--- src/rtl/sha256_pkg.sv ---
// Shared SHA-256 definitions: word/block sizes, schedule FSM states and the
// small-sigma functions used by both the message schedule and the round stage.
package sha256_pkg;

  localparam int unsigned WORD_W    = 32;
  localparam int unsigned BLOCK_W   = 512;
  localparam int unsigned WK_LENGTH = 64;

  typedef enum logic [1:0] {
    IDLE,
    RUN,
    DONE
  } sched_state_t;

  function automatic logic [WORD_W-1:0] sig0(input logic [WORD_W-1:0] x);
    return {x[6:0], x[31:7]} ^ {x[17:0], x[31:18]} ^ {3'b000, x[31:3]};
  endfunction

  function automatic logic [WORD_W-1:0] sig1(input logic [WORD_W-1:0] x);
    return {x[16:0], x[31:17]} ^ {x[18:0], x[31:19]} ^ {10'b0, x[31:10]};
  endfunction

endpackage

--- src/rtl/sha256_msg_schedule_if.sv ---
// Block-load and word-stream signals of the SHA-256 message schedule.
// Optional W-vector signals exist only when SHA_WVEC_OUT_EN is defined.
interface sha256_msg_schedule_if;
  import sha256_pkg::*;

  logic                 start;
  logic [BLOCK_W-1:0]   block_in;
  logic                 in_ready;
  logic                 w_valid;
  logic                 w_ready;
  logic [WORD_W-1:0]    w_out;
  logic [5:0]           w_index;
  logic                 w_last;
  logic                 done;
`ifdef SHA_WVEC_OUT_EN
  logic [WK_LENGTH*WORD_W-1:0] w_vector;
  logic                        w_vector_ok;

  modport master (
    output start, block_in, w_ready,
    input  in_ready, w_valid, w_out, w_index, w_last, done, w_vector, w_vector_ok
  );
  modport slave (
    input  start, block_in, w_ready,
    output in_ready, w_valid, w_out, w_index, w_last, done, w_vector, w_vector_ok
  );
`else
  modport master (
    output start, block_in, w_ready,
    input  in_ready, w_valid, w_out, w_index, w_last, done
  );
  modport slave (
    input  start, block_in, w_ready,
    output in_ready, w_valid, w_out, w_index, w_last, done
  );
`endif

endinterface

--- src/rtl/sha256_sched_word.sv ---
// Combinational next schedule word from four taps of the 16-word window:
// W[t+16] = sig1(W[t+14]) + W[t+9] + sig0(W[t+1]) + W[t], mod 2^32.
module sha256_sched_word
  import sha256_pkg::*;
(
  input  logic [WORD_W-1:0] i_w14,
  input  logic [WORD_W-1:0] i_w9,
  input  logic [WORD_W-1:0] i_w1,
  input  logic [WORD_W-1:0] i_w0,
  output logic [WORD_W-1:0] o_w16
);

  assign o_w16 = sig1(i_w14) + i_w9 + sig0(i_w1) + i_w0;

endmodule

--- src/rtl/sha256_msg_schedule.sv ---
// SHA-256 message schedule: loads a 512-bit block and streams W[0..63] one word
// per handshake. Optional macro SHA_WVEC_OUT_EN also assembles the 2048-bit W vector.
module sha256_msg_schedule #(
  parameter int unsigned WK_LENGTH = 64
) (
  input  logic                  clock,
  input  logic                  reset_n,
  sha256_msg_schedule_if.slave  bus
);
  import sha256_pkg::*;

  localparam int unsigned IDX_W = $clog2(WK_LENGTH);
  localparam int unsigned WIN   = 16;
  localparam logic [IDX_W-1:0] LAST_IDX = IDX_W'(WK_LENGTH - 1);
  localparam logic [IDX_W-1:0] LAST_GEN = IDX_W'(WK_LENGTH - WIN - 1);

  sched_state_t      r_state;
  logic [WORD_W-1:0] r_win [WIN];
  logic [IDX_W-1:0]  r_index;
  logic              r_in_ready;
  logic              r_valid;
  logic              r_done;
  logic [WORD_W-1:0] w_next;
  logic              w_hs;

`ifdef SHA_WVEC_OUT_EN
  logic [WK_LENGTH*WORD_W-1:0] r_wvec;
  logic                        r_wvec_ok;
`endif

  sha256_sched_word u_word (
    .i_w14 (r_win[14]),
    .i_w9  (r_win[9]),
    .i_w1  (r_win[1]),
    .i_w0  (r_win[0]),
    .o_w16 (w_next)
  );

  assign w_hs = r_valid & bus.w_ready;

  always_ff @(posedge clock) begin
    if (!reset_n) begin
      r_state    <= IDLE;
      r_index    <= '0;
      r_in_ready <= 1'b1;
      r_valid    <= 1'b0;
      r_done     <= 1'b0;
      for (int unsigned i = 0; i < WIN; i++) r_win[i] <= '0;
`ifdef SHA_WVEC_OUT_EN
      r_wvec     <= '0;
      r_wvec_ok  <= 1'b0;
`endif
    end else begin
      case (r_state)
        IDLE: begin
          if (bus.start) begin
            for (int unsigned i = 0; i < WIN; i++)
              r_win[i] <= bus.block_in[BLOCK_W-1-WORD_W*i -: WORD_W];
            r_index    <= '0;
            r_in_ready <= 1'b0;
            r_valid    <= 1'b1;
            r_state    <= RUN;
`ifdef SHA_WVEC_OUT_EN
            r_wvec     <= '0;
            r_wvec_ok  <= 1'b0;
`endif
          end
        end
        RUN: begin
          if (w_hs) begin
`ifdef SHA_WVEC_OUT_EN
            r_wvec[WORD_W*r_index +: WORD_W] <= r_win[0];
`endif
            // The final word is held in win[0] rather than shifted out.
            if (r_index == LAST_IDX) begin
              r_valid <= 1'b0;
              r_done  <= 1'b1;
              r_state <= DONE;
`ifdef SHA_WVEC_OUT_EN
              r_wvec_ok <= 1'b1;
`endif
            end else begin
              for (int unsigned i = 0; i < WIN - 1; i++) r_win[i] <= r_win[i+1];
              r_win[WIN-1] <= (r_index <= LAST_GEN) ? w_next : '0;
              r_index      <= r_index + 1'b1;
            end
          end
        end
        DONE: begin
          r_done     <= 1'b0;
          r_in_ready <= 1'b1;
          r_state    <= IDLE;
        end
        default: r_state <= IDLE;
      endcase
    end
  end

  assign bus.in_ready = r_in_ready;
  assign bus.w_valid  = r_valid;
  assign bus.w_out    = r_win[0];
  assign bus.w_index  = r_index;
  assign bus.w_last   = r_valid & (r_index == LAST_IDX);
  assign bus.done     = r_done;
`ifdef SHA_WVEC_OUT_EN
  assign bus.w_vector    = r_wvec;
  assign bus.w_vector_ok = r_wvec_ok;
`endif

endmodule

--- src/flat_wrapper.sv ---
// flat-port wrapper written by rule: the top's interface ports become plain ports
module sha256_msg_schedule_flat import sha256_pkg::*;
#(
  parameter int unsigned WK_LENGTH = 64
)
  (clock, reset_n, bus_start, bus_block_in, bus_w_ready, bus_in_ready, bus_w_valid, bus_w_out, bus_w_index, bus_w_last, bus_done);
  sha256_msg_schedule_if bus_i ();
  input  logic clock;
  input  logic reset_n;
  input wire logic [$bits(bus_i.start)-1:0] bus_start;
  input wire logic [$bits(bus_i.block_in)-1:0] bus_block_in;
  input wire logic [$bits(bus_i.w_ready)-1:0] bus_w_ready;
  output wire logic [$bits(bus_i.in_ready)-1:0] bus_in_ready;
  output wire logic [$bits(bus_i.w_valid)-1:0] bus_w_valid;
  output wire logic [$bits(bus_i.w_out)-1:0] bus_w_out;
  output wire logic [$bits(bus_i.w_index)-1:0] bus_w_index;
  output wire logic [$bits(bus_i.w_last)-1:0] bus_w_last;
  output wire logic [$bits(bus_i.done)-1:0] bus_done;
  assign bus_i.start = bus_start;
  assign bus_i.block_in = bus_block_in;
  assign bus_i.w_ready = bus_w_ready;
  assign bus_in_ready = bus_i.in_ready;
  assign bus_w_valid = bus_i.w_valid;
  assign bus_w_out = bus_i.w_out;
  assign bus_w_index = bus_i.w_index;
  assign bus_w_last = bus_i.w_last;
  assign bus_done = bus_i.done;
  sha256_msg_schedule #(.WK_LENGTH(WK_LENGTH)) u_core (.clock(clock), .reset_n(reset_n), .bus(bus_i));
endmodule
--- config.mk ---
export PLATFORM = sky130hd
export DESIGN_NAME = sha256_msg_schedule_flat
export DESIGN_NICKNAME = d
export VERILOG_FILES = /design/src/rtl/sha256_pkg.sv /design/src/rtl/sha256_msg_schedule_if.sv /design/src/rtl/sha256_sched_word.sv /design/src/rtl/sha256_msg_schedule.sv /design/src/flat_wrapper.sv
export SDC_FILE = /design/constraint.sdc
export NUM_CORES = 1
export LEC_CHECK = 0
export CAP_MARGIN = 20
export CORE_MARGIN = 2
export CORE_UTILIZATION = 45
export DETAILED_ROUTE_END_ITERATION = 10
export GPL_TIMING_DRIVEN = 0
export PLACE_DENSITY_LB_ADDON = 0.3
export REMOVE_ABC_BUFFERS = 1
export SLEW_MARGIN = 20
export SYNTH_ARGS = -nofsm -noshare
export SYNTH_HDL_FRONTEND = slang
export SYNTH_SLANG_ARGS = --single-unit
--- constraint.sdc ---
create_clock -name clock -period 26.4 [get_ports clock]
set_input_delay 5.28 -clock clock [delete_from_list [all_inputs] [get_ports clock]]
set_output_delay 5.28 -clock clock [all_outputs]
set_load 0.005 [all_outputs]
Yosys cells after proc, flatten, opt, wreduce, memory -nomap -nowiden
Memories as Yosys holds them, arrays and structs flattened.
Index checks and enable logic that the tools add are counted.
{"block": "op_classes", "add_sub_neg": 4, "order_cmp": 1, "n_eq_ne": 7, "n_mux": 60, "bitwise": 38, "reduce_logical": 9}
{"op": "2-to-1 mux 32 bit", "count": 33}
{"op": "adder 32 bit", "count": 3}
{"op": "bitwise XOR 32 bit", "count": 2}
{"op": "bitwise OR 1 bit", "count": 32}
{"op": "bitwise XOR 32 x 22 -> 32 bit", "count": 1}
{"op": "bitwise XOR 32 x 29 -> 32 bit", "count": 1}
{"op": "2-to-1 mux 6 bit", "count": 3}
{"op": "2-to-1 mux 1 bit", "count": 16}
{"op": "one-hot mux 6 bit (2 select lines)", "count": 1}
{"op": "AND reduction 4 bit", "count": 2}
{"op": "adder 6 x 1 -> 6 bit, second input constant", "count": 1}
{"op": "equality test 6 bit, second input constant", "count": 1}
{"op": "<= comparator 6 bit, second input constant", "count": 1}
{"op": "2-to-1 mux 2 bit", "count": 3}
{"op": "one-hot mux 1 bit (2 select lines)", "count": 3}
{"op": "AND reduction 3 bit", "count": 2}
{"op": "nonzero test 2 bit", "count": 3}
{"op": "inequality test 2 x 1 -> 1 bit, second input constant", "count": 2}
{"op": "inequality test 2 bit, second input constant", "count": 2}
{"op": "one-hot mux 2 bit (2 select lines)", "count": 1}
{"op": "AND 1 bit", "count": 2}
{"op": "equality test 2 x 1 -> 1 bit, second input constant", "count": 1}
{"op": "equality test 2 bit, second input constant", "count": 1}
{"op": "logical NOT 2 bit", "count": 1}
{"op": "AND reduction 2 bit", "count": 1}
{"block": "totals", "regBits": 11, "ram_bits": 512, "inputBits": 516, "output_inout_bits": 42, "elab_cells": 125, "memories": 1}
{"name": "u_core.r_win", "words": 16, "word_bits": 32, "rd": 16, "rd_ports_with_merged_regs": 0, "wr": 16, "line_no": "sha256_msg_schedule.sv:18", "rtl": "logic [WORD_W-1:0] r_win [WIN];"}

Depth between registers and ports, before layout
Gate-level depths: netlist of run 1.
{"block": "logic_depth", "word_depth": 7, "depth_mapped": 16, "depth_no_buf": 16}

Cells and area by module
Synthesis of run 1 repeated with hierarchy kept, for this count alone.
{"block": "hier_totals", "cells_unflattened": 2137, "hier_area_um2": 26615.5}
{"mod": "sha256_msg_schedule", "n_inst": 1, "cells_per_inst": 1579, "area_each_um2": 22116.2, "seq_area_each_um2": 15595.0}
{"mod": "sha256_sched_word", "n_inst": 1, "cells_per_inst": 558, "area_each_um2": 4499.3, "seq_area_each_um2": 0.0}

Worst setup path before layout of run 1
No wires, ideal clock.
{"block": "synth_timing", "path_kind": "in2reg", "startpoint": "in bus_w_ready", "endpoint": "mem u_core.r_win[0][0] (enable)", "setup_ns": 1.979, "arrival_time_ns": 10.501, "required_time_ns": 24.421, "setup_slack_ns": 13.920, "stages": 7, "path_buffers": 2, "cell_sequence": "nand2_1 -> a31oi_1 -> and2_1 -> buf_2 -> nor2_1 -> buf_2 -> nand2_1"}
{"item": "start: declaration", "line_no": "flat_wrapper.sv:12", "rtl": "input wire logic [$bits(bus_i.w_ready)-1:0] bus_w_ready;"}
{"item": "end: declaration", "line_no": "sha256_msg_schedule.sv:18"}

==> impl_results.md, run 1 <==
* Initial antenna violation count at 17
* Worst path max stage delay at 0.61 ns
* Clock net sink count at 523
* DRT antenna net count at 0
* Ys flop type: edfxtp_1
* Boundary pin count at 558
* Post-synth EDFFs at 512
* Cells after Synth at 2572
* Total track usage at 28.64%
* Slew @ Worst Pin at 1.040 ns
* Final Skew at 0.02696 ns
* Total setup buffers inserted after CTS at 0
* Synth-to-layout area growth at 30.92%
* Fillers at 4972
* DRT iter0 DRCs at 2030
* DR WL/cell at 23.71 um
* Top cells by count, synth: edfxtp_1 (512), nand2_1 (383), nor2_1 (381)
* Number of synthesized register bits at 523
* CP endpoint kind: register
* Worst-path clk slew at 0.06 ns
* Critical path class: in2reg
* RSZ-0062 raised after global routing: false
* DRT Pass-1 Iters at 5
* Synthesized area per cell at 10.58 um^2
* Number of port buffers at 557
* CTS Hold Bufs at 0
* Crit path max fanout at 59
* Via/cell ratio at 5.518
* Rows at 90
* Status: completed
* Placer Congestion at 0.9198
* Die Ht at 250.0 um
* Skew-Pair Late Insertion Delay at 0.63 ns
* VDD IR max at 0.00009200 V
* Clock buffer depth at 3
* Final wirelength at 91830 um
* WHS at 0.5236 ns
* Die area at 62480 um^2
* Worst R2R Start: u_core.r_win[0][51]
* Peak Freq at 110.8 MHz
* Worst path buffer plus inverter count at 6
* Worst path arrival time at 9.34 ns
* Type of origin of the critical path: primary input
* Fin Setup TNS at 0 ns
* DRC at 0
* Via total after detailed routing at 21370
* Vias in the first global route at 21361
* Hpwl dp at 69390 um
* Register area at 15600 um^2
* Slew headroom at 30.69%
* First-pass GRT wire length at 133500 um
* Largest net degree at the start of global routing at 71
* Synth unique cells at 56
* Final setup viols at 0
* Mux share of post-synthesis cell area at 0.07354%
* Adder-Cell Fraction of Synth Area at 6.168%
* FFs w/ async S/R, synth at 0%
* Endpoints failing hold at 0
* Post-synthesis compound-gate area fraction at 14.18%
* Post-route design area at 35640 um^2
* Synth Cell Area at 27220 um^2
* Max Slew Vio Count at 0
* Synth warn at 0
* H-tree depth at 2
* Post-synthesis simple-gate area fraction at 11.95%
* # nets final at 3650
* Layout cells sized above 1 at 4.225%
* CP cell instances: clkdlybuf4s50_1 > nand2_1 > a31oi_1 > and2_4 > buf_16 > nor2_4 > buf_12 > nand2_4 > buf_16 > buf_16 > buf_12
* DP Area at 33940 um^2
* Critical Path Most Common Cell: buf_16
* Worst min path class: reg2reg
* Worst Setup SP: bus_w_ready
* CTS tree: done
* PwrDens at 95.67 nW/um^2
* Slowest CP cell: a31oi_1
* Core area at 60130 um^2
* Largest family of logic cells by synthesized area: compound AO/OA/AOI/OAI gates
* Post-synthesis xor/xnor area fraction at 4.761%
* Largest delay contributor family on the critical path: buffers and inverters
* Synth top area share at 56.48%
* PostCTS Resize Cnt at 0
* Most frequent cell after synthesis: edfxtp_1
* Grt ovf at 0
* Hold path start: u_core.bus.done
* Synth area leader: edfxtp_1
* Area taken by multi-input logic gates at 10170 um^2
* Synth area leaders: edfxtp_1 (56%), a21oi_1 (6.8%), nand2_1 (5.3%)
* Period utilization at 34.20%
* Sequential fraction of the synthesis area at 57.28%
* Chip Width at 250.0 um
* Initial Util at 45.27%
* Max cap viols at 0
* CP Data Required Time at 26.71 ns
* Pleak at 0.01428 uW
* Clock root cell: clkbuf_16
* Tmin final at 9.029 ns
* TritonCTS Buffers at 56
-- area by class of cell --
class	count	area share [%]
flip-flops and latches	523	43.75
multi-input cells	1698	28.53
repair buffers	603	18.53
clock buffers	68	4.058
well taps	782	2.745
inverters	155	1.646
clock inverters	30	0.6319
diodes	14	0.09829
-- stage by stage --
step	std cells	util (%)	setup slack (ns)	power, uW
finish	3873	59.27	17.37	3410
global route	3871	59.26	17.17	3587
CTS	3859	59.21	17.48	3395
detailed placement	3761	56.43	16.84	2644
global placement	3715	54.61	1.780	2666
floorplan	2376	-	9.659	2090
-- final timing paths --
kind	depth (start not counted)	end	slack, ns
max	11	u_core.r_win[1][97]	17.37
min reg2reg	2	u_core.bus.done	0.52
max reg2reg	16	u_core.r_win[3][121]	21.04
min	2	u_core.bus.done	0.52
-- registers in the layout, indices dropped and copies added, names as in the netlist --
signal               count
u_core.r_win           512
u_core.bus.w_index       6
u_core.r_state           2
u_core.bus.done          1
u_core.bus.in_ready      1
u_core.bus.w_valid       1
-- placed cells by master (no fill, tap or decap), types with 3 or more instances in the layout --
cell               n
xnor2_1          121
ha_1              35
clkinvlp_4         3
buf_16            22
a21oi_1          368
clkinv_2           6
clkdlybuf4s50_1  557
nor3_1             6
inv_1            154
a21o_1            12
nand4_1           11
nand2b_1           4
diode_2           14
buf_12            15
or4_1              4
o31ai_1            3
a22o_1           153
clkinv_1          15
a211o_1            4
o22ai_1            3
edfxtp_1         512
a211oi_1           6
o211ai_1           4
clkbuf_16         56
and3_1             6
a31oi_1            5
nand2_1          379
o21ai_0           45
or3_1              4
nand2_4            4
o2111ai_1          3
buf_8              7
xor2_1            27
nand3_1           14
dfxtp_1           11
clkbuf_1          12
fa_1              62
nor2_1           379
-- where the power goes --
part | leakage [uW] | switching (uW) | internal [uW] | total [uW]
combinational | 0.00788 | 952 | 577 | 1530
clock | 0.000805 | 335 | 407 | 742
sequential | 0.00559 | 81.1 | 1060 | 1140
-- cell families (layout without fill, tap and decap cells) --
logic type,Yosys count,count (layout)
multiplexers,2,2
XOR/XNOR,148,148
adder cells (fa/ha/maj),97,97
other,0,14
buffers and inverters,351,856
flip-flops,523,523
AO/OA/AOI/OAI,625,625
AND/OR/NAND/NOR,826,826
-- worst reg2reg max path: cells and delay by family (launching register included) --
| family | cells | cell delay (ns) |
|---|---|---|
| compound gates | 5 | 1.56 |
| xor+xnor | 3 | 1.06 |
| buf+inv | 3 | 0.21 |
| fa+ha+maj | 4 | 1.62 |
| simple gates | 1 | 0.21 |
| flops | 1 | 0.55 |
-- layer usage --
metal	GRT usage (%)	up-vias	routed length, um
met5	0	-	55
met4	10.44	8	3237
met3	5.382	174	6234
met2	47.53	854	44810
met1	37.60	10475	37490
li1	-	9859	-
No activity file was read; power rests on OpenSTA's default activity.
==> run 2, diff against run 1 <==
==> constraint.sdc (replaced) <==
create_clock -name clock -period 7.7 [get_ports clock]
set_input_delay 1.54 -clock clock [delete_from_list [all_inputs] [get_ports clock]]
set_output_delay 1.54 -clock clock [all_outputs]
set_load 0.005 [all_outputs]
==> results of run 2 <==
The final DEF is identical to that of run 1. Status: completed.
Among the figures that moved: setup slack after placement 16.84 ns -> 1.876 ns; setup slack after layout 17.37 ns -> 2.342 ns; start point of the critical path bus_w_ready -> u_core.r_win[0][51]; end point of the critical path u_core.r_win[1][97] -> u_core.r_win[3][121]; register-to-register setup slack 21.04 ns -> 2.34 ns; total power 3410 uW -> 11690 uW; worst IR drop on VDD 0.00009200 V -> 0.0003154 V
